`src/rtl/ibex_wb_queue.sv`:
```
// ibex_wb_queue: multi-entry in-order writeback queue.
//
// Holds up to Depth in-flight instructions from ID/EX. LSU responses are
// matched in order to the oldest unresponded LOAD/STORE entry. Entries
// retire strictly in program order through a single RF write port, and
// ID read operands are checked against queued writes for stall/forward.
//
// Optional feature macro: WB_QUEUE_FWD_EN
//   defined   : done matches are forwarded to ID (when FwdEn is set)
//   undefined : no forwarding, any pending match stalls ID
//
// instr_type_wb_i uses the ibex_pkg::wb_instr_type_e encoding:
//   2'd0 LOAD, 2'd1 STORE, 2'd2 OTHER
//
// Ports:
//   clk_i, rst_i              clock, synchronous active-high reset
//   en_wb_i / ready_wb_o      issue handshake from ID/EX
//   instr_type_wb_i, pc_id_i, rf_we_id_i, rf_waddr_id_i, rf_wdata_id_i
//                             offered instruction
//   lsu_resp_valid_i, lsu_resp_err_i, lsu_rdata_i
//                             in-order LSU response
//   rf_raddr_a_i, rf_raddr_b_i
//                             ID read addresses
//   rf_we_wb_o, rf_waddr_wb_o, rf_wdata_wb_o
//                             RF write port (retiring head)
//   instr_done_wb_o, pc_wb_o, resp_err_wb_o
//                             retirement status / head PC
//   outstanding_load_wb_o, outstanding_store_wb_o
//                             memory ops awaiting response
//   stall_a_o, stall_b_o, fwd_a_o, fwd_b_o, fwd_data_a_o, fwd_data_b_o
//                             operand hazard / forwarding
module ibex_wb_queue #(
  parameter int unsigned Depth = 2,
  parameter bit          FwdEn = 1'b1
) (
  input  logic        clk_i,
  input  logic        rst_i,
  input  logic        en_wb_i,
  input  logic [1:0]  instr_type_wb_i,
  input  logic [31:0] pc_id_i,
  input  logic        rf_we_id_i,
  input  logic [4:0]  rf_waddr_id_i,
  input  logic [31:0] rf_wdata_id_i,
  input  logic        lsu_resp_valid_i,
  input  logic        lsu_resp_err_i,
  input  logic [31:0] lsu_rdata_i,
  input  logic [4:0]  rf_raddr_a_i,
  input  logic [4:0]  rf_raddr_b_i,
  output logic        ready_wb_o,
  output logic        rf_we_wb_o,
  output logic [4:0]  rf_waddr_wb_o,
  output logic [31:0] rf_wdata_wb_o,
  output logic        instr_done_wb_o,
  output logic [31:0] pc_wb_o,
  output logic        resp_err_wb_o,
  output logic        outstanding_load_wb_o,
  output logic        outstanding_store_wb_o,
  output logic        stall_a_o,
  output logic        stall_b_o,
  output logic        fwd_a_o,
  output logic        fwd_b_o,
  output logic [31:0] fwd_data_a_o,
  output logic [31:0] fwd_data_b_o
);

  localparam int unsigned PtrW = (Depth > 1) ? $clog2(Depth) : 1;
  localparam int unsigned CntW = $clog2(Depth + 1);

  localparam logic [1:0] WB_INSTR_LOAD  = 2'd0;
  localparam logic [1:0] WB_INSTR_STORE = 2'd1;

  logic [Depth-1:0] valid_q, we_q, done_q, err_q;
  logic [1:0]       type_q  [Depth];
  logic [4:0]       waddr_q [Depth];
  logic [31:0]      wdata_q [Depth];
  logic [31:0]      pc_q    [Depth];

  logic [PtrW-1:0]  head_q, tail_q, resp_ptr;
  logic [CntW-1:0]  count_q;
  logic             resp_found, retire, push, push_is_mem;
  logic             hit_a, hit_b;

  // Wrap at Depth-1 so non-power-of-two depths work.
  function automatic logic [PtrW-1:0] ptr_inc(input logic [PtrW-1:0] p);
    if (p == PtrW'(Depth - 1)) return '0;
    return p + PtrW'(1);
  endfunction

  assign retire      = valid_q[head_q] & done_q[head_q] & ~rst_i;
  assign ready_wb_o  = (count_q < CntW'(Depth)) | retire;
  assign push        = en_wb_i & ready_wb_o;
  assign push_is_mem = (instr_type_wb_i == WB_INSTR_LOAD) |
                       (instr_type_wb_i == WB_INSTR_STORE);

  assign rf_we_wb_o      = retire & we_q[head_q] & ~err_q[head_q];
  assign rf_waddr_wb_o   = retire ? waddr_q[head_q] : 5'd0;
  assign rf_wdata_wb_o   = retire ? wdata_q[head_q] : 32'd0;
  assign instr_done_wb_o = retire;
  assign resp_err_wb_o   = retire & err_q[head_q];
  assign pc_wb_o         = valid_q[head_q] ? pc_q[head_q] : 32'd0;

  // Response pointer: oldest valid memory entry still waiting, walking in
  // age order from the head. Responses complete in order, so this is the
  // entry the next LSU response belongs to.
  always_comb begin
    logic [PtrW-1:0] idx;
    resp_found             = 1'b0;
    resp_ptr               = head_q;
    outstanding_load_wb_o  = 1'b0;
    outstanding_store_wb_o = 1'b0;
    idx                    = head_q;
    for (int i = 0; i < int'(Depth); i++) begin
      if (valid_q[idx] && !done_q[idx]) begin
        if (type_q[idx] == WB_INSTR_LOAD)  outstanding_load_wb_o  = 1'b1;
        if (type_q[idx] == WB_INSTR_STORE) outstanding_store_wb_o = 1'b1;
        if (!resp_found && (type_q[idx] == WB_INSTR_LOAD ||
                            type_q[idx] == WB_INSTR_STORE)) begin
          resp_found = 1'b1;
          resp_ptr   = idx;
        end
      end
      idx = ptr_inc(idx);
    end
  end

`ifdef WB_QUEUE_FWD_EN
  logic        hit_done_a, hit_done_b;
  logic [31:0] hit_data_a, hit_data_b;
`endif

  // Hazard scan in age order; a later (younger) match overrides an older one.
  always_comb begin
    logic [PtrW-1:0] idx;
    hit_a = 1'b0;
    hit_b = 1'b0;
`ifdef WB_QUEUE_FWD_EN
    hit_done_a = 1'b0;
    hit_done_b = 1'b0;
    hit_data_a = 32'd0;
    hit_data_b = 32'd0;
`endif
    idx = head_q;
    for (int i = 0; i < int'(Depth); i++) begin
      if (valid_q[idx] && we_q[idx]) begin
        if (rf_raddr_a_i != 5'd0 && waddr_q[idx] == rf_raddr_a_i) begin
          hit_a = 1'b1;
`ifdef WB_QUEUE_FWD_EN
          hit_done_a = done_q[idx];
          hit_data_a = wdata_q[idx];
`endif
        end
        if (rf_raddr_b_i != 5'd0 && waddr_q[idx] == rf_raddr_b_i) begin
          hit_b = 1'b1;
`ifdef WB_QUEUE_FWD_EN
          hit_done_b = done_q[idx];
          hit_data_b = wdata_q[idx];
`endif
        end
      end
      idx = ptr_inc(idx);
    end
  end

`ifdef WB_QUEUE_FWD_EN
  assign fwd_a_o      = hit_a & hit_done_a & FwdEn;
  assign fwd_b_o      = hit_b & hit_done_b & FwdEn;
  assign stall_a_o    = hit_a & ~fwd_a_o;
  assign stall_b_o    = hit_b & ~fwd_b_o;
  assign fwd_data_a_o = fwd_a_o ? hit_data_a : 32'd0;
  assign fwd_data_b_o = fwd_b_o ? hit_data_b : 32'd0;
`else
  assign fwd_a_o      = 1'b0;
  assign fwd_b_o      = 1'b0;
  assign stall_a_o    = hit_a;
  assign stall_b_o    = hit_b;
  assign fwd_data_a_o = 32'd0;
  assign fwd_data_b_o = 32'd0;
`endif

  always_ff @(posedge clk_i) begin
    if (rst_i) begin
      valid_q <= '0;
      done_q  <= '0;
      err_q   <= '0;
      head_q  <= '0;
      tail_q  <= '0;
      count_q <= '0;
    end else begin
      if (lsu_resp_valid_i && resp_found) begin
        done_q[resp_ptr] <= 1'b1;
        err_q[resp_ptr]  <= lsu_resp_err_i;
        if (type_q[resp_ptr] == WB_INSTR_LOAD) wdata_q[resp_ptr] <= lsu_rdata_i;
      end
      if (retire) begin
        valid_q[head_q] <= 1'b0;
        head_q          <= ptr_inc(head_q);
      end
      // When full, tail == head and the push overrides the retire clear.
      if (push) begin
        valid_q[tail_q] <= 1'b1;
        type_q[tail_q]  <= instr_type_wb_i;
        we_q[tail_q]    <= rf_we_id_i | (instr_type_wb_i == WB_INSTR_LOAD);
        waddr_q[tail_q] <= rf_waddr_id_i;
        wdata_q[tail_q] <= rf_wdata_id_i;
        pc_q[tail_q]    <= pc_id_i;
        done_q[tail_q]  <= ~push_is_mem;
        err_q[tail_q]   <= 1'b0;
        tail_q          <= ptr_inc(tail_q);
      end
      if (push && !retire)      count_q <= count_q + CntW'(1);
      else if (!push && retire) count_q <= count_q - CntW'(1);
    end
  end

endmodule

```
`config.mk`:
```
export PLATFORM = sky130hd
export DESIGN_NAME = ibex_wb_queue
export DESIGN_NICKNAME = d
export VERILOG_FILES = /design/src/rtl/ibex_wb_queue.sv
export SDC_FILE = /design/constraint.sdc
export NUM_CORES = 1
export LEC_CHECK = 0
export ABC_AREA = 0
export BUFFER_PORTS_ARGS = -buffer_cell sky130_fd_sc_hd__buf_2
export CORE_AREA = 2 2 127 129
export DETAILED_ROUTE_END_ITERATION = 7
export DIE_AREA = 0 0 129 131
export PLACE_DENSITY = 0.91
export SETUP_SLACK_MARGIN = 0.3
export SYNTH_ARGS = -nofsm -noshare
export SYNTH_HDL_FRONTEND = slang
export SYNTH_SLANG_ARGS = --single-unit
```
`constraint.sdc`:
```
create_clock -name clk_i -period 6.1 [get_ports clk_i]
set_input_delay 1.22 -clock clk_i [delete_from_list [all_inputs] [get_ports clk_i]]
set_output_delay 1.22 -clock clk_i [all_outputs]
set_load 0.01 [all_outputs]
```
=== Word level (Yosys, flattened, before mapping) ===
Memories as Yosys holds them, arrays and structs flattened. A register that Yosys moved wholly into a read port is not among the register bits.
Index checks and enable logic that the tools add are counted.

* Register bits after elaboration: 12
* Bits in writable memories: 142
* Input bits: 119
* Output and inout port bits: 143
* Word-level logic and storage cells: 163
* Memories kept: 4

* Add/sub/neg operators: 4
* Order comparisons: 8
* Equality and inequality tests: 7
* Mux-type cells: 85
* Bitwise logic cells: 18
* Reduce and logical (&&, ||, !) cells: 30

{| class="wikitable"
|+ Memories
! memory !! words !! bits a word !! rd ports !! clocked after Yosys merged registers in !! wr ports !! line !! RTL
|-
| pc_q || 2 || 32 || 1 || 1 || 1 || 76 || <nowiki>logic [31:0] pc_q [Depth];</nowiki>
|-
| wdata_q || 2 || 32 || 1 || 1 || 2 || 75 || <nowiki>logic [31:0] wdata_q [Depth];</nowiki>
|-
| waddr_q || 2 || 5 || 2 || 1 || 1 || 74 || <nowiki>logic [4:0] waddr_q [Depth];</nowiki>
|-
| type_q || 2 || 2 || 3 || 1 || 1 || 73 || <nowiki>logic [1:0] type_q [Depth];</nowiki>
|}

{| class="wikitable"
|+ Operators with widths
! kind !! count
|-
| two-way mux 1 bit || 65
|-
| two-way mux 32 bit || 2
|-
| two-way mux 2 bit || 11
|-
| equality test 5 bit || 4
|-
| logical AND 1 bit || 15
|-
| nonzero test 5 bit || 2
|-
| logical NOT 2 bit || 4
|-
| < comparator 1 x 2 -> 1 bit (second input constant) || 4
|-
| AND 1 bit || 6
|-
| bitwise mux 2 bit || 3
|-
| equality test 2 x 1 -> 1 bit (second input constant) || 3
|-
| logical NOT 1 bit || 5
|-
| two-way mux 5 bit || 1
|-
| AND 2 bit || 2
|-
| NOT 2 bit || 2
|-
| bitwise OR 2 bit || 2
|-
| demux 1 bit (select 1 bit) || 3
|-
| >= comparator 1 bit (second input constant) || 3
|-
| NOT 1 bit || 3
|-
| bitwise OR 1 bit || 3
|-
| adder 1 bit (second input constant) || 2
|-
| adder 2 x 1 -> 2 bit (second input constant) || 1
|-
| logical OR 1 bit || 2
|-
| < comparator 2 bit (second input constant) || 1
|-
| other kinds (3) || 3
|}

=== Depth between registers and ports, before layout ===
Gate-level depths: netlist (run 1).

* Depth after elaboration: 18
* Depth in mapped cells: 8
* Gate-level depth less buffers: 7

=== Worst setup path before layout (run 1) ===
OpenSTA, ideal clock, no wires.

* Kind: input to register
* Start: input rst_i
* End: memory wdata_q[1][0], enable pin
* Setup time: 0.511 ns
* Arrival time: 4.969 ns
* Required time: 5.589 ns
* Setup slack: 0.620 ns
* Cell stages on the path: 4
* Buffers on the path: 1
* Cell sequence: clkbuf_1 inv_1 nand2_1 o41ai_1

{| class="wikitable"
|+ RTL lines
! what !! line !! RTL
|-
| from (decl) || 37 || <nowiki>input logic rst_i,</nowiki>
|-
| to (decl) || 75 ||
|}

=== Final worst setup path (run 1) ===
* Start: register head_q
* End: output outstanding_store_wb_o

* Longest elaborated chain between the ends: 7
* Elaborated cells between the ends (all ways): 20
* Classes of those cells: 1 x add/sub; 1 x eq/ne; 13 x mux; 4 x reduce/logical; 1 x memory

{| class="wikitable"
|+ RTL lines
! what !! line !! RTL
|-
| from (decl) || 78 || <nowiki>logic [PtrW-1:0] head_q, tail_q, resp_ptr;</nowiki>
|-
| from (signal assigned) || 196 || <nowiki>head_q <= ptr_inc(head_q);</nowiki>
|-
| branches (longest 6 deep; another with memory (2 x 2 bit)) || n/a ||
|-
| two-way mux 1 bit (*) || 113 || <nowiki>if (valid_q[idx] && !done_q[idx]) begin</nowiki>
|-
| to (decl) || 57 || <nowiki>output logic outstanding_store_wb_o,</nowiki>
|}

Mark *: on every way between the ends. The select of a mux whose other input is x is not followed.

==> results by stage, run 1 <==
Timing:
- Setup violations remaining at the end of the flow were counted as 0.
- The clock period could shrink to around 4.3 ns.
- At the pin with the least slew margin, the transition time is about 1 ns.
- The highest achievable clock rate is around 230 MHz.
- Hold timing on the final database bottoms out at a slack of just over 0.5 ns.
- Setup repair after global routing left no endpoint under its margin.
- The final hold violation count is 0.
- The number of slew-limit violations in the final report was 0.
- The worst-case headroom to the max-slew limit is 0.334.
- Across the routed clock network, the largest skew measured is roughly 0.011 ns.
- The post-route clock period utilization is 0.701.
- The final setup TNS is 0 ns.

Clock network:
- The clock latency on the worst-skew pair is about 0.4 ns.
- The clock passes through at most 2 buffers.
- The total clock sinks is between 150 and 200.
- The TritonCTS clock tree is done.
- After clock tree synthesis, the setup repair step added 0 buffers.
- The number of hold buffers added after CTS is 0.
- TritonCTS created 17 clock buffers.
- The register clock-pin slew on the reported worst setup and hold paths is 0.05 ns.
- The number of gates resized after CTS was 0.
- The H-tree was split into 4 levels.
- The clock root buffer is sky130_fd_sc_hd__clkbuf_16.

Place:
- The number of placed instances, taps included, is 961.
- Input and output buffers added on the ports amount to approximately 200.
- The total half-perimeter wirelength after legalization and detailed placement is 11000 um.
- The congestion estimate from routability-driven global placement came to between 0.8 and 0.9.

Detailed routing:
- In the detailed route, the total length drawn on met3 is roughly 1100 um.
- The total length of routed wires is around 16000 um.
- The total number of vias is between 4000 and 5000.
- In the routed design, unresolved DRC markers number 0.
- The first TritonRoute pass finished after 4 iterations.
- The first routing iteration left between 150 and 200 violations.
- The number of nets still failing antenna checks after routing is 0.
- The routed length on met1 is 5970 um.
- The total length of routed met2 wires is ~8400 um.
- In the final routed layout, each cell accounts on average for about 16 um.
- The detailed router used layers up to and including met4.
- Dividing the detail-routed via count by the number of cells gives roughly 5.0.

Cells and area:
- The proportion of layout cells with a drive suffix above 1 is 0.392.
- For this run, the share of the core covered by cells in the final layout is 0.601.
- The count of placed standard cells in the final layout, fillers left out is ~990.
- The area growth from synthesis to final layout is 19.8%.
- After the last flow step, the layout net total stands at between 800 and 900.

Synth:
- The warning count from the yosys run is 0.
- In the synthesized netlist, the number of instances is roughly 570.
- In the post-synthesis netlist, the cell with the most instances is sky130_fd_sc_hd__edfxtp_1.
- The cell type with the highest aggregate area in the netlist is sky130_fd_sc_hd__edfxtp_1.
- The predominant post-synthesis flop cell is sky130_fd_sc_hd__edfxtp_1.
- The post-synthesis cell type count is 46.
- Counting flops with an async set or reset pin after synthesis yields a share of 0.
- Ranked by instance count, the synthesized netlist is headed by sky130_fd_sc_hd__edfxtp_1 (144), sky130_fd_sc_hd__mux2i_1 (79), sky130_fd_sc_hd__nor2_1 (77).
- The sequential-to-total area share from yosys stat is 0.581.
- In this run the cell area of the synthesized design comes to slightly below 8000 um^2.
- The share of synthesized area in the top cell type comes to 0.553.
- In the post-synthesis netlist, the biggest area contributors are sky130_fd_sc_hd__edfxtp_1 (55%), sky130_fd_sc_hd__mux2i_1 (10%), sky130_fd_sc_hd__buf_4 (6.3%).
- After synthesis the netlist holds a flip-flop and latch count of ~160.
- The number of flops mapped to enable cells by yosys is approximately 140.
- A synthesized cell averages approximately 14 um^2.

Pwr:
- For this design the ratio of total power to cell area is ~310 nW/um^2.
- The worst voltage drop across the vdd grid is between 0.15 and 0.2 mV.
- The leakage power is 3.80 nW.

Floorplan:
- The initialized floorplan defines 46 standard-cell rows.
- In this run the vertical extent of the chip is 131 um.
- 262 I/O pins were placed.
- The initial utilization of the core area, before any placement, comes to 0.501.
- The area of the die is between 15000 and 20000 um^2.
- The width of the die is ~130 um.
- The core region is around 16000 um^2.

GRT:
- The via count of the first global-routing pass is roughly 4900.
- The pin count of the biggest net entering global routing is 47.
- The aggregate global-route resource usage is 0.182.
- The first global-routing pass estimated roughly 23000 um of wire.
- After global routing the overflow that remains totals 0.
- The number of antenna violations at the first check in global routing is 1.

Flow run:
- Across the run, the number of max-cap violations was 0.

Critical path:
- The worst setup path is of the flop to output pin kind.
- The critical-path maximum fanout is 33.
- The data arrival at the endpoint of the critical path is 3.06 ns.
- STA puts the critical path data required time at 4.88 ns.
- The worst setup path is captured at an output pin.
- The worst setup path is launched from a flop.

Hold path:
- In this run the worst hold path is classified as flop to flop.

Status:
- The flow ran to the end, and the final reports show no timing, DRC or antenna violations.
[cells in the final DEF, fill, tap and decap left out, drive strengths merged, types with 2 or more instances in the layout]
cell,Yosys,layout
a21oi,7,7
nor2,77,77
mux2i,79,79
nor4,2,2
edfxtp,144,144
nand2,13,13
nand2b,4,4
mux2,66,66
clkinv,0,3
nand4,3,3
buf,82,201
nand3,6,6
clkinvlp,0,2
conb,1,66
xnor2,9,9
clkbuf,10,18
o21ai,9,9
a211oi,3,3
xor2,14,14
inv,10,13
o41ai,2,2
bufinv,0,5
nand3b,3,3
dfxtp,11,11
[report_power, final]
part / internal (mW) / total (mW) / switching [mW]
Combinational: 0.203 / 0.456 / 0.253
Sequential: 1.26 / 1.31 / 0.0500
Clock: 0.728 / 1.14 / 0.408
Total: 2.19 / 2.90 / 0.711
[worst paths after layout]
check	startpoint	endpoint	slack [ns]	depth (start not counted)
worst max-delay path	head_q	outstanding_store_wb_o	1.82	6
worst min-delay path	err_q[1]	err_q[1]	0.50	2
worst max register to register	head_q	waddr_q[1][2]	2.24	6
worst min register to register	err_q[1]	err_q[1]	0.50	2
[metrics by stage]
step | cell area (um^2) | setup WS (ns) | power (mW)
after detailed placement | 8720 | 1.94 | 1.79
after floorplan | 8060 | 0.620 | 1.67
after global placement | 8720 | 2.00 | 1.77
final | 9370 | 1.82 | 2.90
after CTS | 9360 | 1.79 | 2.93
after global routing | 9360 | 1.61 | 3.02
[registers in the layout, summed over array words and instances, names as in the netlist, named ones only]
name,flops
pc_q,64
done_q,2
tail_q,1
head_q,1
we_q,2
valid_q,2
count_q,2
err_q,2
type_q,4
wdata_q,64
waddr_q,10
[worst max-delay path, cell delays in order, from the launching register on]
cell,delay (ns)
sky130_fd_sc_hd__dfxtp_1,0.96
sky130_fd_sc_hd__mux2i_4,0.94
sky130_fd_sc_hd__nand3b_1,0.26
sky130_fd_sc_hd__inv_1,0.05
sky130_fd_sc_hd__a21oi_1,0.18
sky130_fd_sc_hd__o21ai_0,0.11
sky130_fd_sc_hd__buf_2,0.15
[cell families (layout without fill, tap and decap cells)]
family | count (synthesis) | in the layout | share of synthesized area
flops | 155 | 155 | 0.581
simple gates | 115 | 115 | 0.0667
mux | 145 | 145 | 0.210
xor+xnor | 23 | 23 | 0.0258
other cells | 1 | 67 | 0.000480
buf+inv | 102 | 242 | 0.0902
fa+ha+maj | 1 | 1 | 0.00160
compound gates | 29 | 29 | 0.0245
[layer usage]
| metal | GRT usage | up-vias |
|---|---|---|
| met3 | 0.0566 | 23 |
| li1 | - | 2326 |
| met5 | 0 | - |
| met2 | 0.332 | 226 |
| met1 | 0.191 | 2388 |
| met4 | 0.0870 | 0 |
[cell type report]
cell class / count / area (um^2)
multi-input cells: 379 / 2850
clock buffers: 18 / 429
repair buffers: 201 / 1020
fillers: 1197 / 6230
diodes: 1 / 2.50
clock inverters: 13 / 213
flip-flops and latches: 155 / 4550
well taps: 216 / 270
inverters: 10 / 37.5
(Power assumes the default switching activity.)
==> run 2, diff against run 1 <==
Settings changed: ABC_AREA 0 to 1, CORE_AREA 2 2 127 129 to 2 2 128 130, DIE_AREA 0 0 129 131 to 0 0 130 132.
Clock period 6.1 ns to 4 ns, I/O delays scaled along.
==> run 2 against run 1 <==
  * Synthesized cell count increased by 57%
  * Sequential power rose by 46%
  * Register-to-register slack worse by 1.2 ns
  * Clock-buffer cell count rose by 3
  * Wire length up 12%
  * Synthesized area is 1.8% higher
  * Die area rose by 1.5%
  * Combinational power grew 18%
  * Critical path type unchanged
  * Largest cell class unchanged
==> results by stage, run 2 <==
Floorplan:
- The area of the die is 17200 um^2 (+1.5%).
- The number of I/O pins is 262 (unchanged).
- The total core area is 15700 um^2 (+0.74%).
- The effective utilization at floorplan came to 0.507 (+0.00533).
- The die span in y is 132 um (+0.76%).
- The width of the die is 130 um (+0.78%).
- The floorplan row count is 46 (unchanged).

Clock network:
- The clock root buffer is sky130_fd_sc_hd__clkbuf_16.
- The TritonCTS clock tree is done.
- The register clock-pin slew on the reported worst setup and hold paths was 0.06 ns (about the same).
- The level count of the clock H-tree was 4 (unchanged).
- The number of buffers created by CTS is 17 (unchanged).
- The number of buffers between clock root and the deepest sink is 2 (unchanged).
- The clock latency on the worst-skew pair is 0.42 ns (about the same).
- The total clock sinks is 155 (unchanged).

Synth:
- The area share of xor/xnor cells in the synthesized design is 0.0121 (-0.0137).
- In the post-synthesis netlist, the biggest area contributors are sky130_fd_sc_hd__edfxtp_1 (54%), sky130_fd_sc_hd__nand2_1 (16%), sky130_fd_sc_hd__buf_4 (6.4%).
- The post-synthesis share of cell area spent on and, or, nand and nor gates is 0.186 (+0.119).
- The predominant post-synthesis flop cell is sky130_fd_sc_hd__edfxtp_1.
- By instance count, the leading cell after synthesis is sky130_fd_sc_hd__nand2_1.
- The post-synthesis compound-gate area fraction is 0.0905 (+0.0660).
- Summed over all instances, the cell type with the most area after synthesis is sky130_fd_sc_hd__edfxtp_1.
- The fraction of synthesis flops using an asynchronous set or reset pin is 0 (unchanged).
- The synthesized netlist cell count is 895 (+57%).
- The post-synthesis cell type count is 32 (-30%).
- The share of the synthesized area in the top cell type is 0.543 (-0.00982).
- The mean instance size in the synthesized netlist came to 8.90 um^2 (-35%).
- The commonest cells after synthesis are sky130_fd_sc_hd__nand2_1 (330), sky130_fd_sc_hd__edfxtp_1 (144), sky130_fd_sc_hd__inv_1 (106).
- The number of flops mapped to enable cells by yosys is 144 (unchanged).
- The netlist area before placement was 7960 um^2 (+1.8%).
- The warning count from the yosys run came to 0 (unchanged).
- The mux share of post-synthesis cell area is 0 (-0.210).
- The sequential-to-total area share from yosys stat came to 0.571 (-0.0103).
- The adder-cell share of the synthesized area is 0.00157 (-0.0000284).
- The dominant combinational cell family by area after synthesis is simple AND/OR/NAND/NOR gates.
- The register bit total from synthesis was 155 (unchanged).

Critical path:
- The data arrival at the endpoint of the critical path is 2.44 ns (-0.62 ns).
- The critical path is of the flop to output pin type.
- The reg-to-reg critical path startpoint is head_q.
- The critical-path maximum fanout is 43 (+30%).
- The setup slack on the worst flop-to-flop path came to 1.02 ns (-1.22 ns).
- The type of element capturing the critical path is an output pin.
- The first element of the critical path is head_q.
- The required time of the critical path came to 3.20 ns (-1.68 ns).
- The launching element type of the critical path is a flop.

Hold path:
- The min-delay analysis places its worst path in the category flop to flop.
- The critical hold path startpoint is err_q[0].

Detailed routing:
- The number of nets still failing antenna checks after routing is 0 (unchanged).
- The first-pass detailed-route iteration total is 5 (+1).
- The via density per instance was 4.80 (-3.9%).
- The per-cell routed wire length came to 13.5 um (-15%).
- The total number of vias is 6287 (+27%).
- The initial detailed-routing violation count came to 336 (+89%).
- The post-detailed-route DRC marker count is 0 (unchanged).
- The total length of routed wires is 17700 um (+12%).

Cells and area:
- The library cell used most frequently in the layout, excluding fill and tap cells, is sky130_fd_sc_hd__nand2_1.
- The number of diodes added for antenna fixing is 0 (-1).
- In the layout the commonest cells are sky130_fd_sc_hd__nand2_1 (330), sky130_fd_sc_hd__buf_2 (195), sky130_fd_sc_hd__edfxtp_1 (144).
- The number of nets in the finished design is 1200 (+36%).
- The largest registers in the layout are pc_q (64), wdata_q (64), waddr_q (10).
- The multi-input gate area in the final layout is 2560 um^2 (-10%).
- The proportion of layout cells with a drive suffix above 1 was 0.224 (-0.168).
- The number of filler instances in the final layout is 1333 (+11%).
- The sequential standard cell area is 4550 um^2 (unchanged).
- The area growth from synthesis to layout is 18.0%.

Timing:
- The number of slew-limit violations in the final report is 0 (unchanged).
- The highest achievable clock rate is ~310 MHz.
- The worst-case headroom to the max-slew limit is 0.381 (+0.0474).
- The worst clock skew on the final layout is 0.00873 ns (-0.00269 ns).
- The final hold violation count came to 0 (unchanged).
- The final setup TNS is 0 ns (unchanged).
- The slew at the pin closest to its max-slew limit is 0.925 ns (-0.0535 ns).
- The minimum setup slack in the final design is 0.763 ns (-1.06 ns).
- The post-route minimum period is about 3.2 ns.
- Setup repair after global routing left no endpoint under its margin.
- The post-route clock period utilization is 0.809.
- The setup violation total in the final timing report is 0 (unchanged).

GRT:
- The residual overflow from global routing is 0 (unchanged).
- The via count of the first global-routing pass is 5865 (+21%).
- The pin count of the biggest net entering global routing came to 66 (+40%).
- The aggregate global-route resource usage came to 0.206 (+0.0244).
- The global-route wire length before repair is 27400 um (+18%).
- The number of antenna violations at the first check in global routing is 0 (-1).

Pwr:
- The power density over the cells is 417 nW/um^2 (+34%).
- The worst voltage drop across the vdd grid is 0.261 mV (+36%).
- The leakage power is 4.69 nW (+24%).

Place:
- The worst slack at placement came to 0.910 ns (-1.03 ns).
- The final RePlAce weighted congestion was 0.912 (+5.7%).
- The total half-perimeter wirelength after legalization and detailed placement came to 12400 um (+12%).
- The port buffer count was 195 (unchanged).

Flow run:
- The max-cap violation count is 0 (unchanged).

Status:
- The flow ran to the end, and the final reports show no timing, DRC or antenna violations.
-- run 2: final timing paths --
kind,to,depth (start not counted)
hold / removal,err_q[0],2
setup reg to reg,wdata_q[1][14],8
setup / recovery,rf_wdata_wb_o[16],7
hold reg to reg,err_q[0],2
-- run 2: layer usage --
layer,GRT usage,share of wire,vias up
li1,-,-,3118
met1,0.235,0.39,2857
met4,0.0812,0.020,0
met2,0.364,0.51,281
met5,0,0,-
met3,0.0576,0.084,31
-- run 2: final cells by class --
cell class / count / share of cell area
Clock inverter: 11 / 0.0101
Clock buffer: 21 / 0.0469
Tap cell: 216 / 0.0288
Inverter: 109 / 0.0435
Multi-Input combinational cell: 592 / 0.272
Sequential cell: 155 / 0.484
Timing Repair Buffer: 205 / 0.115
-- run 2: cells by family after synthesis --
kind of cell | count (synthesis)
simple gates | 379
buf+inv | 213
flops | 155
compound gates | 135
xor+xnor | 11
fa+ha+maj | 1
other cells | 1
-- run 2: power breakdown --
| part | total [mW] | internal (mW) | leakage, nW | switching, mW |
|---|---|---|---|---|
| Clock | 1.47 | 0.854 | 0.263 | 0.617 |
| Combinational | 0.538 | 0.180 | 3.01 | 0.358 |
| Sequential | 1.91 | 1.88 | 1.41 | 0.0337 |
| Total | 3.92 | 2.91 | 4.69 | 1.01 |
-- run 2: timing repair --
item | CTS | global route
hold buffers | 0 | 0
buffers inserted | 0 | 0
endpoints found under the setup margin | 0 | 2
resized for setup | 0 | 1
-- run 2: critical path, stage by stage, from the launching register on --
cell                       delay (ns)
sky130_fd_sc_hd__dfxtp_1         0.58
sky130_fd_sc_hd__nand2_1         0.10
sky130_fd_sc_hd__clkinv_1        0.08
sky130_fd_sc_hd__nand2_1         0.07
sky130_fd_sc_hd__nand2_1         0.07
sky130_fd_sc_hd__nand2_2         0.50
sky130_fd_sc_hd__a21oi_1         0.41
sky130_fd_sc_hd__buf_2           0.19
-- run 2: metrics by stage --
step | util | hold slack, ns | instances | cell area, um^2 | power (mW)
after floorplan | - | 0.452 | 960 | 8210 | 2.33
after global placement | 0.564 | 0.472 | 1277 | 8860 | 2.46
after detailed placement | 0.564 | 0.475 | 1277 | 8860 | 2.48
after CTS | 0.598 | 0.491 | 1309 | 9390 | 3.95
after global routing | 0.598 | 0.536 | 1309 | 9400 | 4.10
final | 0.598 | 0.493 | 1309 | 9400 | 3.92
==> run 3, diff against run 2 <==
Settings changed: CORE_AREA 2 2 128 130 to 2 2 135 137, DIE_AREA 0 0 130 132 to 0 0 137 139, PLACE_DENSITY 0.91 to 0.87.
Clock period 4 ns to 2.9 ns, I/O delays scaled along.
==> run 3 against run 2 <==
  * Non-clock buffer count increased by 6
  * Wire length rose by 2.1%
  * Cell area is 2.6% higher
  * Largest power group unchanged
  * Via count increased by 1.9%
==> results by stage, run 3 (synthesized netlist as in run 2, its figures left out) <==
Critical path:
- Walking the worst path, the cells encountered are o21ai_0 -> xor2_1 -> a21oi_1 -> nand3_1 -> a21oi_2 -> buf_2.
- The data arrival at the endpoint of the critical path came to 1.92 ns (-0.52 ns).
- The count of cells along the worst register-to-register path is 11 (+3).
- The largest individual stage delay along the critical path comes from the cell sky130_fd_sc_hd__o21ai_0.
- Broken down by cell family, the worst path's largest delay share belongs to compound AO/OA/AOI/OAI gates.
- The critical setup path kind is flop to output pin.
- The setup slack on the worst flop-to-flop path is 0.59 ns (-0.43 ns).
- The endpoint identified for the worst register-to-register timing path is wdata_q[1][24].
- The launching element type of the critical path is a flop.
- The required time of the critical path was 2.32 ns (-0.88 ns).
- The worst setup path is captured at an output pin.
- The largest stage delay on the critical path is 0.45 ns (-0.13 ns).
- The critical-path maximum fanout was 8 (-81%).
- The combined buffer and inverter count along the critical path is 1 (-1).

Timing:
- The number of slew-limit violations in the final report is 0 (unchanged).
- Setup repair after global routing could not meet its margin everywhere.
- The setup violation total in the final timing report is 0 (unchanged).
- The minimum setup slack in the final design is 0.402 ns (-0.361 ns).
- The slew at the pin closest to its max-slew limit is 0.566 ns (-0.359 ns).
- The worst-case headroom to the max-slew limit came to 0.622 (+0.241).
- The highest achievable clock rate is ~400 MHz.
- The final setup TNS was 0 ns (unchanged).
- The final hold violation count is 0 (unchanged).
- The final hold slack came to 0.354 ns (-0.139 ns).
- The worst clock skew on the final layout is 0.00917 ns (+0.000445 ns).
- The post-route minimum period is 2.50 ns.
- The post-route clock period utilization is 0.861.

Clock network:
- The level count of the clock H-tree is 4 (unchanged).
- The total clock sinks is 155 (unchanged).
- The tree is rooted in a sky130_fd_sc_hd__clkbuf_16.
- The number of buffers created by CTS is 17 (unchanged).
- The clock latency on the worst-skew pair is 0.42 ns (about the same).
- The number of hold buffers added after CTS came to 0 (unchanged).
- The register clock-pin slew on the reported worst setup and hold paths was 0.07 ns (about the same).
- TritonCTS built the clock tree.
- The number of buffers between clock root and the deepest sink came to 2 (unchanged).

Floorplan:
- The effective utilization at floorplan is 0.451 (-0.0558).
- The number of I/O pins is 262 (unchanged).
- The die span in y is 139 um (+5.3%).
- The total core area is 17700 um^2 (+12%).
- The area of the die was 19000 um^2 (+11%).
- The floorplan row count is 49 (+6.5%).
- The width of the die came to 137 um (+5.4%).

Flow run:
- The max-cap violation count came to 0 (unchanged).

Detailed routing:
- The via density per instance is 4.82 (+0.42%).
- The post-detailed-route DRC marker count was 0 (unchanged).
- The first-pass detailed-route iteration total is 5 (unchanged).
- The total length of routed wires is 18100 um (+2.1%).
- The per-cell routed wire length is 13.6 um (+0.68%).
- The number of nets still failing antenna checks after routing is 0 (unchanged).
- The initial detailed-routing violation count was 452 (+35%).
- The total number of vias was 6405 (+1.9%).

Place:
- The port buffer count is 195 (unchanged).
- The total half-perimeter wirelength after legalization and detailed placement is 12500 um (+0.86%).
- The final RePlAce weighted congestion is 0.972 (+6.5%).
- The worst slack at placement is 0.594 ns (-0.315 ns).

Cells and area:
- In the layout the commonest cells are sky130_fd_sc_hd__nand2_1 (330), sky130_fd_sc_hd__buf_2 (195), sky130_fd_sc_hd__edfxtp_1 (144).
- The proportion of layout cells with a drive suffix above 1 is 0.240 (+0.0161).
- The area growth from synthesis to final layout is 21.1%.
- The number of diodes added for antenna fixing is 0 (unchanged).
- The library cell used most frequently in the layout, excluding fill and tap cells, is sky130_fd_sc_hd__nand2_1.
- The number of nets in the finished design is 1206 (+0.50%).
- The largest registers in the layout are pc_q (64), wdata_q (64), waddr_q (10).
- The core utilization of the finished layout is 0.546 (-0.0518).

GRT:
- The pin count of the biggest net entering global routing is 65 (-1.5%).
- The aggregate global-route resource usage is 0.187 (-0.0189).
- The global-route wire length before repair came to 27800 um (+1.2%).
- The number of antenna violations at the first check in global routing is 0 (unchanged).
- The via count of the first global-routing pass came to 5877 (+0.20%).
- The residual overflow from global routing is 0 (unchanged).

Hold path:
- The critical hold path startpoint is rf_waddr_id_i[4].
- The class of the worst hold path is input pin to flop.
- The worst hold path stage count was 1 (-1).
- The sink of the worst hold path is waddr_q[1][4].

Pwr:
- The worst voltage drop across the vdd grid came to 0.385 mV (+48%).
- The leakage power came to 4.80 nW (+2.4%).
- The power density over the cells is 585 nW/um^2 (+40%).

Status:
- The run finished with clean final reports.
==> run 3: cell types whose count changed in the layout (fill, tap and decap cells not counted), moves of 2 or more <==
cell,delta
sky130_fd_sc_hd__o21ai_0,-6
sky130_fd_sc_hd__buf_12,+5
sky130_fd_sc_hd__clkinv_1,-5
sky130_fd_sc_hd__clkbuf_1,-4
sky130_fd_sc_hd__clkinvlp_4,+4
sky130_fd_sc_hd__inv_6,+4
sky130_fd_sc_hd__o21ai_1,+4
sky130_fd_sc_hd__buf_4,-3
sky130_fd_sc_hd__buf_6,+2
sky130_fd_sc_hd__clkinv_2,-2
sky130_fd_sc_hd__inv_8,+2
sky130_fd_sc_hd__o21ai_2,+2
==> run 3: through the flow <==
step	total power [mW]	instance area, um^2	std cells
final	5.65	9640	1328
after global routing	5.91	9640	1328
after CTS	5.68	9590	1327
after detailed placement	3.44	8940	1294
after global placement	3.40	8940	1294
after floorplan	3.21	8210	960
==> run 3: how the worst max path moves through the flow <==
stage	endpoint	cells past startpoint	from
6_report	stall_a_o	6	flop
5_1_grt	stall_a_o	9	flop
4_1_cts	stall_a_o	8	head_q
3_5_place_dp	wdata_q[1][20]	10	flop
3_3_place_gp	rf_wdata_wb_o[2]	6	rst_i
2_1_floorplan	pc_q[0][0]	6	rst_i
==> run 3: area by class of cell <==
cell class	count	area, um^2
clock inverter	15	174
inverter	109	417
sequential	155	4550
multi-input combinational	592	2570
fill	1500	8010
timing repair buffer	211	1220
clock buffer	17	425
tap	229	287
==> run 3: per-layer routing <==
layer / global-route usage / share of wire
met1: 0.220 / 0.39
met5: 0 / 0
met2: 0.327 / 0.49
met4: 0.0711 / 0.022
met3: 0.0471 / 0.093
==> run 3: where the power goes <==
part | internal (mW) | leakage (nW) | total, mW | switching, mW
clock network | 1.30 | 0.282 | 2.23 | 0.938
registers | 2.59 | 1.41 | 2.63 | 0.0419
logic | 0.273 | 3.11 | 0.785 | 0.512
total | 4.15 | 4.80 | 5.65 | 1.49
==> run 3: timing repair <==
item | in CTS | in global routing
resized for setup | 8 | 17
setup buffers | 0 | 1
endpoints found under the setup margin | 67 | 88
gates cloned | 1 | 0
pin swaps | 0 | 1
